===== src/rtl/apb_timer_core.sv =====
// Prescaled down-counting timer with one-shot / auto-reload modes.
// The live count feeds PRDATA; expiry yields a one-cycle pulse plus a sticky irq.
module apb_timer_core #(
   parameter int WIDTH    = 8,
   parameter int PRESCALE = 4
) (
   input  logic             PCLK,
   input  logic             PRESETn,
   input  logic [WIDTH-1:0] timer_in,
   input  logic             load,
   input  logic             start,
   input  logic             stop,
   input  logic             auto_reload,
   input  logic             irq_clr,
   output logic [WIDTH-1:0] out,
   output logic             running,
   output logic             expired,
   output logic             irq
);

   localparam int PSC_W = $clog2(PRESCALE) + 1;
   localparam logic [PSC_W-1:0] PSC_LAST = PSC_W'(PRESCALE - 1);

   typedef enum logic [1:0] {
      IDLE = 2'd0,
      RUN  = 2'd1,
      DONE = 2'd2
   } state_t;

   state_t           state_q, state_d;
   logic [WIDTH-1:0] reload_q, reload_d;
   logic [WIDTH-1:0] cnt_q, cnt_d;
   logic [PSC_W-1:0] psc_q, psc_d;
   logic             running_q, running_d;
   logic             exp_q, exp_d;
   logic             irq_q, irq_d;
   logic             tick;

   assign tick = (state_q == RUN) && (psc_q == PSC_LAST);

   always_ff @(posedge PCLK) begin
      if (!PRESETn) begin
         state_q   <= IDLE;
         reload_q  <= '0;
         cnt_q     <= '0;
         psc_q     <= '0;
         running_q <= 1'b0;
         exp_q     <= 1'b0;
         irq_q     <= 1'b0;
      end else begin
         state_q   <= state_d;
         reload_q  <= reload_d;
         cnt_q     <= cnt_d;
         psc_q     <= psc_d;
         running_q <= running_d;
         exp_q     <= exp_d;
         irq_q     <= irq_d;
      end
   end

   always_comb begin
      state_d  = state_q;
      reload_d = reload_q;
      cnt_d    = cnt_q;
      psc_d    = psc_q;
      exp_d    = 1'b0;
      irq_d    = irq_q & ~irq_clr;

      if (load) begin
         // Load suppresses this cycle's tick; stop still overrides start.
         reload_d = timer_in;
         cnt_d    = timer_in;
         psc_d    = '0;
         if (stop)
            state_d = IDLE;
         else if (start)
            state_d = RUN;
         else
            state_d = (state_q == RUN) ? RUN : IDLE;
      end else if (stop && (state_q == RUN)) begin
         state_d = IDLE;
         psc_d   = '0;
      end else if (start && !stop && (state_q != RUN)) begin
         state_d = RUN;
         psc_d   = '0;
         if (state_q == DONE)
            cnt_d = reload_q;
      end else if (state_q == RUN) begin
         if (tick) begin
            psc_d = '0;
            if (cnt_q > WIDTH'(1)) begin
               cnt_d = cnt_q - WIDTH'(1);
            end else begin
               // Counts of 0 and 1 both expire, so reload=0 fires every tick.
               exp_d = 1'b1;
               irq_d = 1'b1;
               if (auto_reload) begin
                  cnt_d = reload_q;
               end else begin
                  cnt_d   = '0;
                  state_d = DONE;
               end
            end
         end else begin
            psc_d = psc_q + PSC_W'(1);
         end
      end else begin
         psc_d = '0;
      end

      running_d = (state_d == RUN);
   end

   assign out     = cnt_q;
   assign running = running_q;
   assign expired = exp_q;
   assign irq     = irq_q;

endmodule


===== config.mk =====
export PLATFORM = sky130hd
export DESIGN_NAME = apb_timer_core
export DESIGN_NICKNAME = d
export VERILOG_FILES = /design/src/rtl/apb_timer_core.sv
export SDC_FILE = /design/constraint.sdc
export NUM_CORES = 1
export LEC_CHECK = 0
export CAP_MARGIN = 20
export CORE_ASPECT_RATIO = 1.75
export CORE_MARGIN = 2
export CORE_UTILIZATION = 40
export DETAILED_ROUTE_END_ITERATION = 7
export DONT_BUFFER_PORTS = 1
export HOLD_SLACK_MARGIN = 0.15
export SYNTH_ARGS = -nofsm -noshare
export SYNTH_HDL_FRONTEND = slang
export SYNTH_SLANG_ARGS = --single-unit
export TNS_END_PERCENT = 1

===== constraint.sdc =====
create_clock -name PCLK -period 1.7 [get_ports PCLK]
set_input_delay 0.425 -clock PCLK [delete_from_list [all_inputs] [get_ports PCLK]]
set_output_delay 0.425 -clock PCLK [all_outputs]
set_load 0.1 [all_outputs]

=== After elaboration in Yosys (flattened, before gate mapping) ===
Cells that the tools add are included.

* Output and inout bits: 11
* Logic and storage cells: 57
* Register bits after elaboration: 24

* Muxes and demuxes: 25
* Magnitude comparators: 1
* Bitwise operators: 5
* Add/sub/neg operators: 2
* Reductions and logical operators: 10
* Equality and inequality tests: 7

{| class="wikitable"
|+ Operators by type and width
! operator !! number
|-
| $mux W8 || 8
|-
| $mux W2 || 7
|-
| $reduce_or A6 Y1 || 2
|-
| $mux W1 || 10
|-
| $gt A8 B1 Y1 const B || 1
|-
| $sub A8 B1 Y8 const B || 1
|-
| $reduce_bool A3 Y1 || 2
|-
| $eq A2 B1 Y1 const B || 2
|-
| $logic_and A1 B1 Y1 || 4
|-
| $not A1 Y1 || 4
|-
| $reduce_and A4 Y1 || 1
|-
| $add A3 B1 Y3 const B || 1
|-
| $eq A3 B2 Y1 const B || 1
|-
| $ne A3 B2 Y1 const B || 1
|-
| $eq A2 B2 Y1 const B || 1
|-
| $ne A2 B1 Y1 const B || 1
|-
| $ne A2 B2 Y1 const B || 1
|-
| $and A1 B1 Y1 || 1
|-
| $logic_not A1 Y1 || 1
|}

=== Depth between registers and ports, before layout ===
Gate-level depths: netlist (run 1).

* Depth after elaboration: 8
* Mapped depth: 8
* Mapped depth without buffers: 7

=== Worst setup path before layout (run 1) ===
Ideal clock, no wire load.

* Path kind: flip-flop to flip-flop
* Start: register cnt_q[0], in the netlist out[0]
* End: register cnt_q[0], in the netlist out[0]
* Data arrival time: 2397 ps
* Setup slack: -812 ps
* Clock period less this slack: 2512 ps
* Cell stages (with the launch flop): 8
* Setup time: 115 ps
* Cells stage by stage: dfxtp_1 inv_1 ha_1 nor2_1 nor4_4 a21oi_2 o221ai_1 o21a_1

* Word-level cells in the longest chain between the ends: 7
* Elaborated cells on any way between the ends: 8

{| class="wikitable"
|+ RTL lines
! element !! RTL line !! text
|-
| from (decl) || 32 || <nowiki>logic [WIDTH-1:0] cnt_q, cnt_d;</nowiki>
|-
| from (signal assigned) || 53 || <nowiki>cnt_q <= cnt_d;</nowiki>
|-
| $sub A8 B1 Y8 / $gt A8 B1 Y1 (equally long branches) || 92, 91 ||
|-
| $mux W8 (*) || 91 || <nowiki>if (cnt_q > WIDTH'(1)) begin</nowiki>
|-
| $mux W8 (*) || 89 || <nowiki>if (tick) begin</nowiki>
|-
| $mux W8 (*) || 88 || <nowiki>end else if (state_q == RUN) begin</nowiki>
|-
| $mux W8 (*) || 83 || <nowiki>end else if (start && !stop && (state_q != RUN)) begin</nowiki>
|-
| $mux W8 (*) || 80 || <nowiki>end else if (stop && (state_q == RUN)) begin</nowiki>
|-
| $mux W8 (*) || 69 || <nowiki>if (load) begin</nowiki>
|}

Mark *: on every way between the ends. The rest lies on a longest branch, timed or not. The select of a mux whose other input is x is not followed.
A chain may end at the register's enable or synchronous reset.

=== Worst setup path in the final report (run 1) ===
* Start: register cnt_q[4], in the netlist out[4]
* End: register state_q[0]

* Word-level cells in the longest chain between the ends: 7

{| class="wikitable"
|+ RTL lines
! element !! RTL line !! text
|-
| $gt A8 B1 Y1 || 91 ||
|-
| $mux W2 || 91 ||
|-
| $mux W2 || 89 ||
|-
| $mux W2 || 88 ||
|-
| $mux W2 || 83 ||
|-
| $mux W2 || 80 ||
|-
| $mux W2 || 69 ||
|-
| to (signal assigned) || 51 || <nowiki>state_q <= state_d;</nowiki>
|-
| to (decl) || 30 || <nowiki>state_t state_q, state_d;</nowiki>
|}

No other way between the ends.

==> impl.org, run 1 <==
** GRT
- Via count of the first global-routing pass :: 1218
- Maximum number of pins on one net before global-route repair :: 29
- The first global-routing pass estimated 5.40 mm of wire.
- The initial antenna violation count is 0.
- GRT Util Overall :: about a fifth
- The total overflow left after global routing is 0.

** Power and ir drop
- Combinational logic is responsible for 25.4% of the overall power.
- The design draws 1510 uW.
- Per report_power, the clock group accounts for between 30% and 40% of the total.
- In this run switching power makes up around 31% of total power.
- Worst voltage drop across the vdd grid :: about 0.57 mV
- Internal power of the cells :: 1040 uW
- Cell area power density :: 916 mW/mm2
- Flop pwr share :: between 40 and 50%
- Psw :: 470 uW
- For this design the static power due to leakage is 0.000644 uW.

** Synth
- After technology mapping, the gate count stands at 154.
- Counting distinct cell types in the post-synthesis netlist gives between 40 and 50.
- During synthesis, Yosys emitted a total of 0 warnings.
- Seq/Total Area, Yosys :: 35.7%
- The number of nets in the synthesized netlist is 173.
- In this run the cell area of the synthesized design comes to about 0.0013 mm2.
- EDFF count, synth :: 0
- After synthesis, the mean cell area works out to 8.74 um2.
- In the synthesized netlist the async set-or-reset flop fraction comes to 0%.
- Commonest register cell after synthesis :: dfxtp_1
- #FFs+latches synth :: 24

** Floorplanning
- Core outline area :: 0.00318 mm2
- Die ar. :: 0.00386 mm2
- Total I/O pin count :: 26
- For this configuration, the core starts out at a cell density of 42.4%.
- The die is approximately 80 um tall.
- Cell row count :: 27
- The die is around 48 um wide.

** Finish
- The layout has 313 filler cells.
- Most frequent standard cell in the layout excluding fill and tap cells :: buf_4
- Area Growth Syn to Fin :: 22.2%
- After routing the design area is 0.00165 mm2.
- Commonest cells after routing, fill and taps aside :: buf_4, dfxtp_1, nor2_1
- The final layout contains between 150 and 200 nets.
- Number of diodes added for antenna fixing :: 0
- Share of layout cells above drive strength 1 :: 28.1%

** Timing
- Derived from the worst setup path, the maximum achievable clock frequency is approximately 0.55 GHz.
- Crit path time final :: between 1.5 and 2 ns
- Hold violation total from the final report :: 0
- Setup violations remaining at the end of the flow were counted as 11.
- Worst slew margin relative to its limit :: 73.0%
- At the pin with the least slew margin, the transition time is 0.404 ns.
- The number of pins with negative max-slew slack in the final report is 0.
- Setup repair after global routing could not meet its margin everywhere.
- Final worst-path setup slack :: -0.103 ns
- Between clock sinks in the finished design, the worst skew comes to 0.00685 ns.
- Post-route clock period utilization :: 106%

** Placed design
- Buffers on Ports :: 0
- At the end of routability-driven placement, the weighted congestion stood at ~0.8.
- Post-placement cell area :: 0.00154 mm2
- Detailed placement ended at an HPWL of 2.45 mm.

** Clock tree
- Total number of clock tree sinks :: 24
- CTS built an H-tree with a depth of 1.
- At the later pin of the worst-skew pair, clock insertion delay measures 0.27 ns.
- TritonCTS clock tree :: yes
- The clock passes through at most 2 buffers.
- Total clock buffers created by CTS :: 3
- CTS root buf :: clkbuf_8
- Clock slew at reported path FFs :: 0.09 ns
- CTS Hold Buffers Added :: 0

** Route
- In the routed design, unresolved DRC markers number 0.
- Using the TritonRoute via totals, the vias-per-cell ratio works out to 5.48.
- Dividing the detail-routed wire length by the instance count gives about 15 um.
- Via Count :: 1173
- The pre-antenna-repair detailed-routing pass consisted of 4 iterations.
- Residual antenna-violating net count after detailed routing :: 0
- Wire length after detailed routing :: between 3 and 4 mm
- The first routing iteration left 14 violations.

** Critical path
- Endpoint required time on the critical path :: around 1.9 ns
- STA classifies the critical path startpoint as a register.
- Along the worst path, the maximum fanout reaches 3.
- Number of cells on the worst reg-to-reg path :: 5
- STA classifies the critical path endpoint as a register.
- Type of the worst setup path :: register to register
- Arrival time reported for the critical path endpoint :: 1.96 ns

** Hold path
- The min-delay analysis places its worst path in the category primary input to register.
- Along the worst hold path, the cell count comes to 1.

** Job
- The tool flagged a number of max-cap violations equal to 0.

** Status
- The final reports fail on setup timing.
- Run status :: complete, but fails checks
## critical path, cell delays in order, from the launching register on
cell and delay, ns:
dfxtp_4 0.35, or4_4 0.58, nor4_4 0.22, nand3b_1 0.19, a211oi_1 0.28, nor2b_1 0.07
## final timing paths
check / slack [ns] / from / to
setup / recovery: -0.10 / out[4]$_SDFFE_PN0P_ / state_q[0]$_SDFF_PN0_
hold / removal: 0.23 / stop / running$_SDFF_PN0_
setup reg to reg: -0.10 / out[4]$_SDFFE_PN0P_ / state_q[0]$_SDFF_PN0_
hold reg to reg: 0.43 / psc_q[0]$_SDFF_PP0_ / psc_q[0]$_SDFF_PP0_
## power groups by stage
stage	registers [uW]	clock network [uW]	logic [uW]
6_report	618	506	384
3_3_place_gp	629	0	366
2_1_floorplan	749	0	193
4_1_cts	618	515	383
3_5_place_dp	631	0	370
5_1_grt	622	541	412
## what timing repair did
action | CTS | global route
setup buffers | 1 | 0
setup endpoints to repair | 11 | 12
resized for setup | 4 | 1
cloned | 0 | 0
pin swaps | 1 | 0
## area by class of cell
type | count | area (um2) | share of cell area, %
Multi-Input combinational cell | 116 | 842 | 51.2
Sequential cell | 24 | 502 | 30.5
Timing Repair Buffer | 20 | 150 | 9.13
Tap cell | 43 | 53.8 | 3.27
Clock buffer | 3 | 41.3 | 2.51
Clock inverter | 1 | 30.0 | 1.83
Inverter | 7 | 26.3 | 1.60
## through the flow
stage / instances / worst slack (ns) / hold slack [ns] / setup TNS, ns / utilization (%)
finish: 214 / -0.103 / 0.225 / -0.836 / 51.8
global route: 214 / -0.214 / 0.215 / -2.05 / 51.8
CTS: 214 / -0.0949 / 0.221 / -0.813 / 51.7
detailed placement: 209 / -0.103 / 0.412 / -0.651 / 48.5
global placement: 209 / -0.0681 / 0.407 / -0.470 / 48.5
floorplan: 154 / -0.201 / 0.399 / -1.66 / -
## logic make-up after synthesis
family / Yosys count / share of synthesized area, %
multiplexers: 3 / 2.23
flip-flops: 24 / 35.7
adder cells (fa/ha/maj): 4 / 3.72
AND/OR/NAND/NOR: 63 / 27.2
XOR/XNOR: 3 / 1.95
AO/OA/AOI/OAI: 43 / 24.9
buffers and inverters: 14 / 4.28
## sequential cells by signal, indices dropped and copies added (netlist names)
register  count
out           8
reload_q      8
psc_q         3
state_q       2
expired       1
irq           1
running       1
## synth_stat cells, types with 2 or more instances
cell      instances  share of area (%)
nor4_4            2                3.2
o21ai_0           5                1.9
and3b_1           2                1.3
nor3b_1           2                1.1
nand2_1          12                3.3
dfxtp_1          24                 36
ha_1              4                3.7
or2_2             2               0.93
clkbuf_1          5                1.4
a211oi_1          2                1.1
nand2b_1         12                5.6
nor2b_1           5                2.3
nand3b_1          2                1.1
o211ai_1          4                2.2
nor2_1           16                4.5
nor3_1            2               0.74
xnor2_1           2                1.3
a21oi_1           7                2.6
a21boi_0          7                3.9
mux2i_1           3                2.2
inv_1             7                2.0
o221a_2           5                4.2
## per-layer routing
| layer | part of all wire (%) | track usage [%] | vias to the layer above |
|---|---|---|---|
| li1 | - | - | 584 |
| met1 | 38 | 20.2 | 563 |
| met2 | 57 | 34.3 | 22 |
| met3 | 3.8 | 3.11 | 4 |
| met4 | 1.5 | 7.03 | 0 |
| met5 | 0 | 0 | - |
No activity file was read; power rests on OpenSTA's default activity.
==> run 2, diff against run 1 <==
ABC_AREA = 1   (was not set)
CORE_ASPECT_RATIO = 1.1   (was 1.75)
==> run 2 against run 1 <==
Compared with the run above: the run now ends clean; global-route usage fell by 1.2 points; critical path type unchanged; setup slack better by 0.25 ns; routed wire length is 6.0% lower; cell count up 21%; count of clock-buffer cells in the layout is 1 higher.
==> impl.org, run 2 <==
** Hold path
- The worst hold path terminates at irq$_SDFF_PN0_.
- The min-delay analysis places its worst path in the category primary input to register.
- Worst Hold Path Cells :: 1 (unchanged)
- Startpoint of the tightest hold check path :: irq_clr

** GRT
- Maximum number of pins on one net before global-route repair :: 15 (-48%)
- Global-route wire length before repair :: 5.26 mm (-2.7%)
- Antenna violations before repair :: 0 (unchanged)
- The overall overflow remaining after global route came to 0 (unchanged).
- The global routing usage summed across all routing layers came to 17.6% (-1.2 points).
- The number of global-route vias before repair is 1171 (-3.9%).

** Timing
- Max Fclk :: 0.645 GHz (+16%)
- The total of endpoints with negative setup slack in the final report was 0 (-11).
- Transition time of the tightest slew-check pin :: 0.310 ns (-0.0944 ns)
- The worst hold slack after final layout is 0.192 ns (-0.0336 ns).
- The number of pins with negative max-slew slack in the final report came to 0 (unchanged).
- The final setup TNS was 0 ns (+0.836 ns).
- Setup repair after global routing left no endpoint under its margin.
- The worst setup skew after layout was 0.0121 ns (+0.00524 ns).
- The worst slew margin relative to its limit came to 79.3% (+6.3 points).
- Hold violation total from the final report :: 0 (unchanged)
- Post-route clock period utilization :: 91.2% (-15 points)
- The post-route minimum period came to 1.55 ns (-0.252 ns).

** Route
- Via Count :: 1244 (+6.1%)
- The vias per cell is 4.80 (-12%).
- Count of unresolved DRC violations after routing :: 0 (unchanged)
- Residual antenna-violating net count after detailed routing :: 0 (unchanged)
- Average detailed-routed wire length per instance :: 11.6 um (-22%)
- Wire length after detailed routing :: 3.00 mm (-6.0%)
- The initial DRC count came to 84 (+70).
- Count of TritonRoute iterations in the first routing pass :: 4 (unchanged)

** Finish
- The number of antenna cells inserted came to 0 (unchanged).
- Final instance area :: 0.00158 mm2 (-3.8%)
- Share of layout cells above drive strength 1 :: 25.6% (-2.5 points)
- Most frequent standard cell in the layout excluding fill and tap cells :: nand2_1
- From synthesis to final layout, the design area changed by 14.7%.
- The number of nets in the layout was 231 (+21%).
- In the layout the commonest cells are nand2_1, nor2_1, inv_1.
- Final standard cell utilization of the core :: 47.5% (-4.3 points)

** Power and ir drop
- Leakage power of the design :: 0.000743 uW (+15%)
- Cell area power density :: 943 mW/mm2 (+2.9%)
- The maximum VDD drop came to 0.401 mV (-29%).
- The total power was 1490 uW (-1.1%).

** Critical path
- Endpoint of the worst-slack reg-to-reg timing path :: out[4]$_SDFFE_PN0P_
- The register-to-register setup slack was 0.15 ns (+0.25 ns).
- The setup path with the least slack is of type register to register.
- The critical-path maximum fanout is 6 (+3).
- The arrival time of data at the critical path endpoint is 1.82 ns (-0.14 ns).
- Endpoint required time on the critical path :: 1.97 ns (+0.11 ns)
- Category of the worst setup path launch point :: register
- Kind of capture point of the worst setup path :: register
- Number of cells on the worst reg-to-reg path :: 11 (+6)
- Reg2Reg Launch Point :: out[0]$_SDFFE_PN0P_

** Job
- Max cap viols :: 0 (unchanged)

** Synth
- After synthesis, the cell types taking the most area are dfxtp_1, nand2_1, nor2_1.
- The synthesized design spends more area on one cell type than any other, namely dfxtp_1.
- Seq/Total Area, Yosys :: 34.8% (-0.87 points)
- Distinct cells, synth :: 28 (-36%)
- Async SR Flop Fraction :: 0% (unchanged)
- For this run, the leading register cell type out of synthesis is dfxtp_1.
- Count of warnings emitted by yosys :: 0 (unchanged)
- The average cell area after synthesis was 6.97 um2 (-20%).
- The post-synthesis instance total came to 198 (+29%).
- The number of flops mapped to enable cells by yosys was 0 (unchanged).
- In the synthesized netlist, the cells that appear most often are nand2_1, nor2_1, dfxtp_1, inv_1, a21oi_1.
- #FFs+latches synth :: 24 (unchanged)
- Most common cell in the synthesized netlist :: nand2_1
- The combined area of all synthesized cells is 0.00138 mm2 (+2.5%).
- The area share of the leading cell type in the synthesized netlist came to 34.8% (-0.87 points).
- Post-Synthesis Net Count :: 217 (+25%)

** Floorplanning
- Initial standard-cell utilization of the core :: 41.4% (-0.96 points)
- The area of the die came to 0.00394 mm2 (+1.9%).
- The die width came to 60.0 um (+25%).
- Total I/O pin count :: 26 (unchanged)
- Die height :: 65.6 um (-19%)
- Cell row count :: 22 (-19%)
- Core outline area :: 0.00333 mm2 (+4.9%)

** Clock tree
- The buffer count from post-CTS setup fixing was 0 (-1).
- CTS Hold Buffers Added :: 0 (unchanged)
- Number of buffers on the longest clock path :: 2 (unchanged)
- H-tree depth :: 1 (unchanged)
- The root buffer cell chosen for the clock tree is clkbuf_4.
- Source-to-sink clock delay at the later pin of the worst-skew pair :: 0.33 ns (+0.06 ns)
- TritonCTS built the clock tree.
- Total clock buffers created by CTS :: 3 (unchanged)
- Post_cts resized :: 0 (-4)
- Clock slew at reported path FFs :: 0.14 ns (+0.05 ns)
- The clock sink total is 24 (unchanged).

** Status
- Run status :: finished, final reports clean

** Placed design
- The placed instance area came to 0.00154 mm2 (-0.24%).
- The quantity of I/O buffers inserted on ports was 0 (unchanged).
- The HPWL after detailed placement is 2.41 mm (-1.6%).
- Final Wtd Congestion :: 0.890 (+8.6%)
[run 2: critical path: stages, from the launching register on]
cell and delay, ns:
dfxtp_4 0.39, inv_1 0.05, ha_1 0.23, inv_1 0.08, nand2_1 0.06, nand2_2 0.11, nor2_8 0.06, nor2_4 0.16
o21ai_1 0.12, nand2_1 0.07, nor2_1 0.04, a21oi_1 0.13
[run 2: worst max path at each step]
stage	start	cells after the start	endpoint	slack, ns
5_1_grt	out[1]$_SDFFE_PN0P_	13	running$_SDFF_PN0_	0.008
6_report	out[0]$_SDFFE_PN0P_	11	out[4]$_SDFFE_PN0P_	0.15
3_3_place_gp	out[1]$_SDFFE_PN0P_	13	running$_SDFF_PN0_	0.18
4_1_cts	out[0]$_SDFFE_PN0P_	11	out[4]$_SDFFE_PN0P_	0.15
3_5_place_dp	out[0]$_SDFFE_PN0P_	11	out[4]$_SDFFE_PN0P_	0.16
2_1_floorplan	out[0]$_SDFFE_PN0P_	11	out[0]$_SDFFE_PN0P_	0.06
[run 2: metrics by stage]
step	worst slack (ns)	instances
floorplan	0.0587	198
global placement	0.183	255
detailed placement	0.158	255
CTS	0.151	259
global route	0.00765	259
finish	0.149	259
[run 2: area by class of cell]
type / count / area, um2
clock buffers: 4 / 47.5
fillers: 326 / 1750
inverters: 26 / 97.6
multi-input cells: 144 / 785
flip-flops and latches: 24 / 495
well taps: 48 / 60.1
repair buffers: 13 / 97.6
[run 2: logic make-up after synthesis]
kind of cell / share of synthesized area, %
AO/OA/AOI/OAI: 15.1
flip-flops: 34.8
buffers and inverters: 8.34
AND/OR/NAND/NOR: 37.4
adder cells (fa/ha/maj): 3.63
XOR/XNOR: 0.635
[run 2: per-layer routing]
layer / track usage, % / routed length, um
met1: 24.7 / 1440
met2: 26.8 / 1400
met3: 2.17 / 96
met4: 7.50 / 57
met5: 0 / 0
[run 2: report_power, final]
group	switching, uW	internal [uW]	total [uW]	leakage, uW
Clock	182	180	362	0.0000261
Sequential	33.1	599	633	0.000200
Combinational	359	138	497	0.000517
Total	574	917	1490	0.000743
